## config.mk

```make
export PLATFORM = sky130hd
export DESIGN_NAME = fir_out_decim
export DESIGN_NICKNAME = d
export VERILOG_FILES = /design/src/rtl/fir_pkg.sv /design/src/rtl/sync_fifo.sv /design/src/rtl/fir_out_decim.sv
export SDC_FILE = /design/constraint.sdc
export NUM_CORES = 1
export LEC_CHECK = 0
export ABC_AREA = 0
export BUFFER_PORTS_ARGS = -buffer_cell sky130_fd_sc_hd__buf_2
export CAP_MARGIN = 20
export CORE_AREA = 5 5 162 133
export DETAILED_ROUTE_END_ITERATION = 8
export DIE_AREA = 0 0 167 138
export GPL_TIMING_DRIVEN = 1
export PLACE_DENSITY = 0.71
export SLEW_MARGIN = 25
export SYNTH_ARGS = -nofsm -noshare
export SYNTH_HDL_FRONTEND = slang
export SYNTH_SLANG_ARGS = --single-unit
export TNS_END_PERCENT = 100
```

## constraint.sdc

```tcl
create_clock -name clk -period 6.2 [get_ports clk]
set_clock_uncertainty 0.15 [all_clocks]
set_input_delay 0.93 -clock clk [delete_from_list [all_inputs] [get_ports clk]]
set_output_delay 0.93 -clock clk [all_outputs]
set_load 0.01 [all_outputs]
```

## src/rtl/fir_pkg.sv

```systemverilog
// fir_pkg: shared widths and the round/saturate helper used by the FIR
// output decimator.
//   FIR_IN_W  - FIR input sample width
//   FIR_OUT_W - FIR output (output_y) width, decimator input width
//   DEC_OUT_W - decimator output width
//   round_sat - round-half-up arithmetic right shift followed by
//               saturation to a signed out_w-bit range
package fir_pkg;

    localparam int FIR_IN_W  = 19;
    localparam int FIR_OUT_W = 20;
    localparam int DEC_OUT_W = 16;

    // Working width for round_sat; wide enough that the rounding offset can
    // never overflow for any supported input width.
    localparam int RS_W = 40;

    // Returns the rounded, saturated value sign-extended to RS_W bits; the
    // caller keeps the low out_w bits.
    function automatic logic signed [RS_W-1:0] round_sat(
        input logic signed [RS_W-1:0] value,
        input int unsigned            shift,
        input int unsigned            out_w
    );
        logic signed [RS_W-1:0] t;
        logic signed [RS_W-1:0] r;
        logic signed [RS_W-1:0] hi;
        logic signed [RS_W-1:0] lo;
        t  = value + (RS_W'(1) << (shift - 1));
        r  = t >>> shift;
        hi = (RS_W'(1) << (out_w - 1)) - RS_W'(1);
        lo = ~hi;
        if (r > hi) begin
            return hi;
        end else if (r < lo) begin
            return lo;
        end
        return r;
    endfunction

endpackage

```

## src/rtl/sync_fifo.sv

```systemverilog
// sync_fifo: single-clock circular-buffer FIFO with a registered head.
//   clk, rst   - clock, synchronous active-high reset
//   push       - write request (ignored when full unless popping this cycle)
//   push_data  - write data
//   pop        - read request (ignored when empty)
//   head       - current head entry; holds its last value when empty
//   count      - occupied entries (0..DEPTH), authoritative full/empty
//   full/empty - count==DEPTH / count==0
module sync_fifo #(
    parameter int W     = 16,
    parameter int DEPTH = 8
) (
    input  logic                   clk,
    input  logic                   rst,
    input  logic                   push,
    input  logic [W-1:0]           push_data,
    input  logic                   pop,
    output logic [W-1:0]           head,
    output logic [$clog2(DEPTH):0] count,
    output logic                   full,
    output logic                   empty
);

    localparam int AW = $clog2(DEPTH);
    localparam int CW = AW + 1;

    logic [W-1:0]  mem [DEPTH];
    logic [AW-1:0] rd_ptr;
    logic [AW-1:0] wr_ptr;
    logic [AW-1:0] rd_nxt;
    logic [CW-1:0] count_nxt;
    logic [W-1:0]  head_nxt;
    logic          do_push;
    logic          do_pop;

    assign full    = (count == CW'(DEPTH));
    assign empty   = (count == '0);
    assign do_pop  = pop & ~empty;
    assign do_push = push & (~full | do_pop);

    // head is registered: it is computed from the post-edge pointer and
    // memory state, bypassing the write when the new entry becomes the head.
    always_comb begin
        rd_nxt    = do_pop ? rd_ptr + AW'(1) : rd_ptr;
        count_nxt = count;
        case ({do_push, do_pop})
            2'b10:   count_nxt = count + CW'(1);
            2'b01:   count_nxt = count - CW'(1);
            default: count_nxt = count;
        endcase
        head_nxt = head;
        if (count_nxt != '0) begin
            if (do_push && (wr_ptr == rd_nxt)) begin
                head_nxt = push_data;
            end else begin
                head_nxt = mem[rd_nxt];
            end
        end
    end

    always_ff @(posedge clk) begin
        if (rst) begin
            rd_ptr <= '0;
            wr_ptr <= '0;
            count  <= '0;
            head   <= '0;
        end else begin
            rd_ptr <= rd_nxt;
            wr_ptr <= do_push ? wr_ptr + AW'(1) : wr_ptr;
            count  <= count_nxt;
            head   <= head_nxt;
        end
    end

    always_ff @(posedge clk) begin
        if (!rst && do_push) begin
            mem[wr_ptr] <= push_data;
        end
    end

endmodule

```

## src/rtl/fir_out_decim.sv

```systemverilog
// fir_out_decim: decimates the FIR output stream, rounds/saturates the kept
// samples to OUT_W bits and buffers them for a valid/ready consumer.
//   clk, rst   - clock, synchronous active-high reset
//   in_valid   - FIR sample valid this cycle
//   in_y       - signed FIR output sample (IN_W bits)
//   out_valid  - FIFO head valid
//   out_ready  - consumer accepts head when out_valid & out_ready
//   out_data   - signed FIFO head (OUT_W bits)
//   fifo_count - occupied FIFO entries
//   overflow   - sticky: a decimated sample was dropped on a full FIFO
// Build option FIR_DECIM_AVG_EN: average each group of DECIM valid samples
// instead of picking the first sample of the group.
module fir_out_decim
    import fir_pkg::*;
#(
    parameter int IN_W  = FIR_OUT_W,
    parameter int OUT_W = DEC_OUT_W,
    parameter int DECIM = 4,
    parameter int DEPTH = 8
) (
    input  logic                   clk,
    input  logic                   rst,
    input  logic                   in_valid,
    input  logic [IN_W-1:0]        in_y,
    output logic                   out_valid,
    input  logic                   out_ready,
    output logic [OUT_W-1:0]       out_data,
    output logic [$clog2(DEPTH):0] fifo_count,
    output logic                   overflow
);

    localparam int SHIFT = IN_W - OUT_W;
    localparam int PH_W  = (DECIM > 1) ? $clog2(DECIM) : 1;
    localparam logic [PH_W-1:0] PH_LAST = PH_W'(DECIM - 1);

    logic [PH_W-1:0]         phase;
    logic                    keep;
    logic signed [RS_W-1:0]  sel_wide;
    logic signed [RS_W-1:0]  rounded;
    logic [RS_W-1:OUT_W]     unused_round_hi;
    logic                    push_en;
    logic [OUT_W-1:0]        push_data;
    logic                    pop;
    logic                    full;
    logic                    empty;

    // Phase advances only on valid beats.
    always_ff @(posedge clk) begin
        if (rst) begin
            phase <= '0;
        end else if (in_valid) begin
            phase <= (phase == PH_LAST) ? '0 : phase + PH_W'(1);
        end
    end

`ifdef FIR_DECIM_AVG_EN
    localparam int LOG2D = $clog2(DECIM);
    localparam int ACC_W = IN_W + LOG2D;

    logic signed [ACC_W-1:0] acc;
    logic signed [ACC_W-1:0] sum;

    // Sum includes the current sample, so the group's last beat sees the
    // complete total without waiting a cycle.
    always_comb begin
        sum      = acc + ACC_W'($signed(in_y));
        keep     = in_valid && (phase == PH_LAST);
        sel_wide = RS_W'(sum >>> LOG2D);
    end

    always_ff @(posedge clk) begin
        if (rst) begin
            acc <= '0;
        end else if (in_valid) begin
            acc <= (phase == PH_LAST) ? '0 : sum;
        end
    end
`else
    always_comb begin
        keep     = in_valid && (phase == '0);
        sel_wide = RS_W'($signed(in_y));
    end
`endif

    always_comb begin
        rounded         = round_sat(sel_wide, SHIFT, OUT_W);
        unused_round_hi = rounded[RS_W-1:OUT_W];
    end

    // Stage 1: register the rounded kept sample before the FIFO write.
    always_ff @(posedge clk) begin
        if (rst) begin
            push_en   <= 1'b0;
            push_data <= '0;
        end else begin
            push_en   <= keep;
            push_data <= rounded[OUT_W-1:0];
        end
    end

    assign out_valid = ~empty;
    assign pop       = out_valid & out_ready;

    always_ff @(posedge clk) begin
        if (rst) begin
            overflow <= 1'b0;
        end else if (push_en && full && !pop) begin
            overflow <= 1'b1;
        end
    end

    sync_fifo #(
        .W     (OUT_W),
        .DEPTH (DEPTH)
    ) u_fifo (
        .clk       (clk),
        .rst       (rst),
        .push      (push_en),
        .push_data (push_data),
        .pop       (pop),
        .head      (out_data),
        .count     (fifo_count),
        .full      (full),
        .empty     (empty)
    );

endmodule

```

==> impl_metrics.tcl <==
set metrics [dict create \
    run_status "complete, no violations" \
    nNetsFinal 810 \
    worst-slew-pin-transition_ns 1.01 \
    setup_viol 0 \
    vias 6549 \
    grt_setup_unrepaired "no" \
    vdd_drop_max_mv 0.288 \
    clkSlewWorstSetupHoldPaths_ns 0.06 \
    cp_data_arrival_time_ns 4.57 \
    critPathLaunchType "register" \
    post_layout_minimum_cycle_time_ns 4.45 \
    leakage_nw 3.09 \
    worst_r2r_path_depth 9 \
    ys_warn_count 0 \
    clock_insertion_delay_worst_skew_ns 0.43 \
    pwr_density_cell_nw_per_um2 407 \
    ff2ff_setup_slack_ns 1.75 \
    route.detailed.vias_per_inst 6.21 \
    min-delay-start "overflow" \
    detail_route.wl_per_cell_um 20.2 \
    cts_tree "done" \
    synth-async-reset-ratio_pct 0 \
    yosys_register_bits 174 \
    floorplan.initialDensity_pct 44.4 \
    syn2layout_area_growth_pct 11.1 \
    path_cells "or3_1 > o21ai_1 > ha_1 > ha_1 > a21oi_1 > a21oi_1 > o21ai_2 > and2_1 > o221ai_1" \
    power_mw 3.94 \
    row_count 46 \
    hold_path_class "reg2reg" \
    synth_fp_nets 807 \
    worst_setup_path_startpoint "u_fifo.count[1]" \
    drive_above_1_share_pct 17.2 \
    gp_congestion 0.785 \
    grt_pass1_wl_um 33900 \
    totalWireLength_um 21300 \
    drc_violations_left 0 \
    number_of_pins_exceeding_their_max_slew_limit_in_the_final_report 0 \
    worstPathBufferInverterCount 0 \
    hpwl_um 12100 \
    setup.worst_path.end "u_fifo.head[11]" \
    post_cts.resized_instances 0 \
    cts-buffers-inserted 17 \
    number_of_antenna_violations_at_the_first_check_in_global_routing 0 \
    grt-ovfl-total 0 \
    cts.htree.levels 4 \
    timing.max_cap.violations 0 \
    drt_first_iter_violations 764 \
    filler_cell_count 1694 \
    ys_top_cells_by_area "edfxtp_1 (44%), dfxtp_1 (11%), nand3_1 (6.4%)" \
    synth_top_cells_by_count "edfxtp_1 (128), nand3_1 (112), clkbuf_1 (51)" \
    via_count_of_the_first_global_routing_pass 6126 \
    count_of_cells_along_the_worst_hold_path 1 \
    worst_r2r_endpoint "u_fifo.head[11]" \
    design.die.area_sq_um 23000 \
    cp-end-kind "register" \
    number_of_flops_mapped_to_enable_cells_by_yosys 128 \
    synth_top_flop_cell "edfxtp_1" \
    clock-root-buffer "clkbuf_16" \
    yosysMostFrequentCell "edfxtp_1" \
    critical_path.reg2reg.startpoint "u_fifo.count[1]" \
    drt_pre_antenna_iters 5 \
    critPathMaxFanout 18 \
    track_usage_pct 18.5 \
    synth_largest_type_area_fraction_pct 44.1 \
    critical_path.slowest_cell "and2_1" \
    yosysUniqueCellTypes 60 \
    postCtsSetupRepairBufs 0 \
    route.antenna.remaining_nets 0 \
    seq_area_frac_synth_pct 54.6 \
    max-clock-path-buffers 2 \
    synthesized_instance_count 774 \
    antenna_cells_inserted 0 \
    critical_path_depth 9 \
    ios 46 \
    post-route-period-util_pct 71.8 \
    worst-endpoint-required_ns 6.32 \
    cpLargestDelayFamily "compound AO/OA/AOI/OAI gates" \
    die-height_um 138 \
    grt_start_max_net_pins 99 \
    totalNegativeSetupSlack_ns 0 \
    cts_hold_repair.buffers 0 \
    final_hold_viol_count 0 \
    yosys.area.top_type "edfxtp_1" \
    placeableCoreArea_sq_um 19600 \
    max-slew-margin-rel_pct 32.8 \
    worst_hold_slack_ns 0.308 \
    postSynthAreaPerCell_sq_um 11.3 \
    cts_sinks 174 \
    place.port_buffers 42 \
    timing.setup.critical_path_class "reg2reg" \
    crit_path_max_incr_delay_ns 0.84 \
    max_clock_freq_ghz 0.225 \
    chipWidth_um 167 \
    cell_area_after_technology_mapping_sq_um 8720 \
]
where the power goes:
group	total [mW]	switching (mW)	internal, mW
clock	1.05	0.455	0.599
combinational	1.49	0.973	0.517
sequential	1.40	0.0878	1.31
total	3.94	1.52	2.43
kinds of logic (layout without fill, tap and decap cells):
| group | Yosys count | count (layout) | synth area share (%) |
|---|---|---|---|
| AOI/OAI and AO/OA | 154 | 154 | 14.3 |
| xor gates and xnor gates | 23 | 23 | 2.48 |
| adders and majority gates | 9 | 9 | 1.38 |
| buffers and inverters | 92 | 108 | 4.49 |
| DFF | 174 | 174 | 54.6 |
| muxes | 52 | 52 | 6.33 |
| and+or+nand+nor | 270 | 270 | 16.3 |
cell type report:
type | count | area (sq um) | area share, %
sequential | 174 | 4770 | 49.3
clock buffer | 17 | 425 | 4.39
timing repair buffer | 59 | 342 | 3.53
clock inverter | 15 | 161 | 1.67
multi-input combinational | 508 | 3590 | 37.1
tap | 264 | 330 | 3.41
inverter | 17 | 63.8 | 0.659
worst min-delay path by stage:
stage          endpoint  slack, ns
5_1_grt        overflow       0.35
4_1_cts        overflow       0.31
3_5_place_dp   overflow       0.30
3_3_place_gp   overflow       0.29
6_report       overflow       0.31
2_1_floorplan  phase[1]       0.34
per-stage QoR:
stage	cells	cell area (sq um)	util, %	setup WS (ns)
CTS	1053	9670	49.3	1.81
global placement	1021	9080	46.3	1.54
global route	1054	9680	49.3	1.54
detailed placement	1021	9080	46.3	1.45
floorplan	774	8720	-	2.26
finish	1054	9680	49.3	1.75
flip-flops by register name, summed over array words and instances (netlist names):
signal / count
u_fifo.count: 4
u_fifo.head: 16
phase: 2
u_fifo.rd_ptr: 3
push_en: 1
push_data: 16
overflow: 1
u_fifo.wr_ptr: 3
u_fifo.mem: 128
cells in the final DEF, fill, tap and decap left out, types with 17 or more instances in the layout:
| master | Yosys | final |
|---|---|---|
| edfxtp_1 | 128 | 128 |
| nand3_1 | 112 | 112 |
| dfxtp_1 | 46 | 44 |
| buf_2 | 11 | 42 |
| mux2i_1 | 36 | 36 |
| nand4_1 | 34 | 34 |
| nand2_1 | 33 | 33 |
| a31oi_1 | 31 | 31 |
| a32oi_1 | 30 | 30 |
| a21oi_1 | 23 | 23 |
| nor2_1 | 22 | 22 |
| nor3_1 | 26 | 22 |
| or3_1 | 17 | 17 |
| clkbuf_16 | 0 | 17 |
metal layers:
layer  vias to the layer above  global-route usage [%]  share of wire [%]
met5                         -                       0                  0
met4                         0                    6.67                2.0
met3                        41                    3.65                7.2
met2                       249                    29.7                 48
met1                      3199                    25.0                 43
li1                       3060                       -                  -
Note: power is estimated with default switching activity, not from simulation.
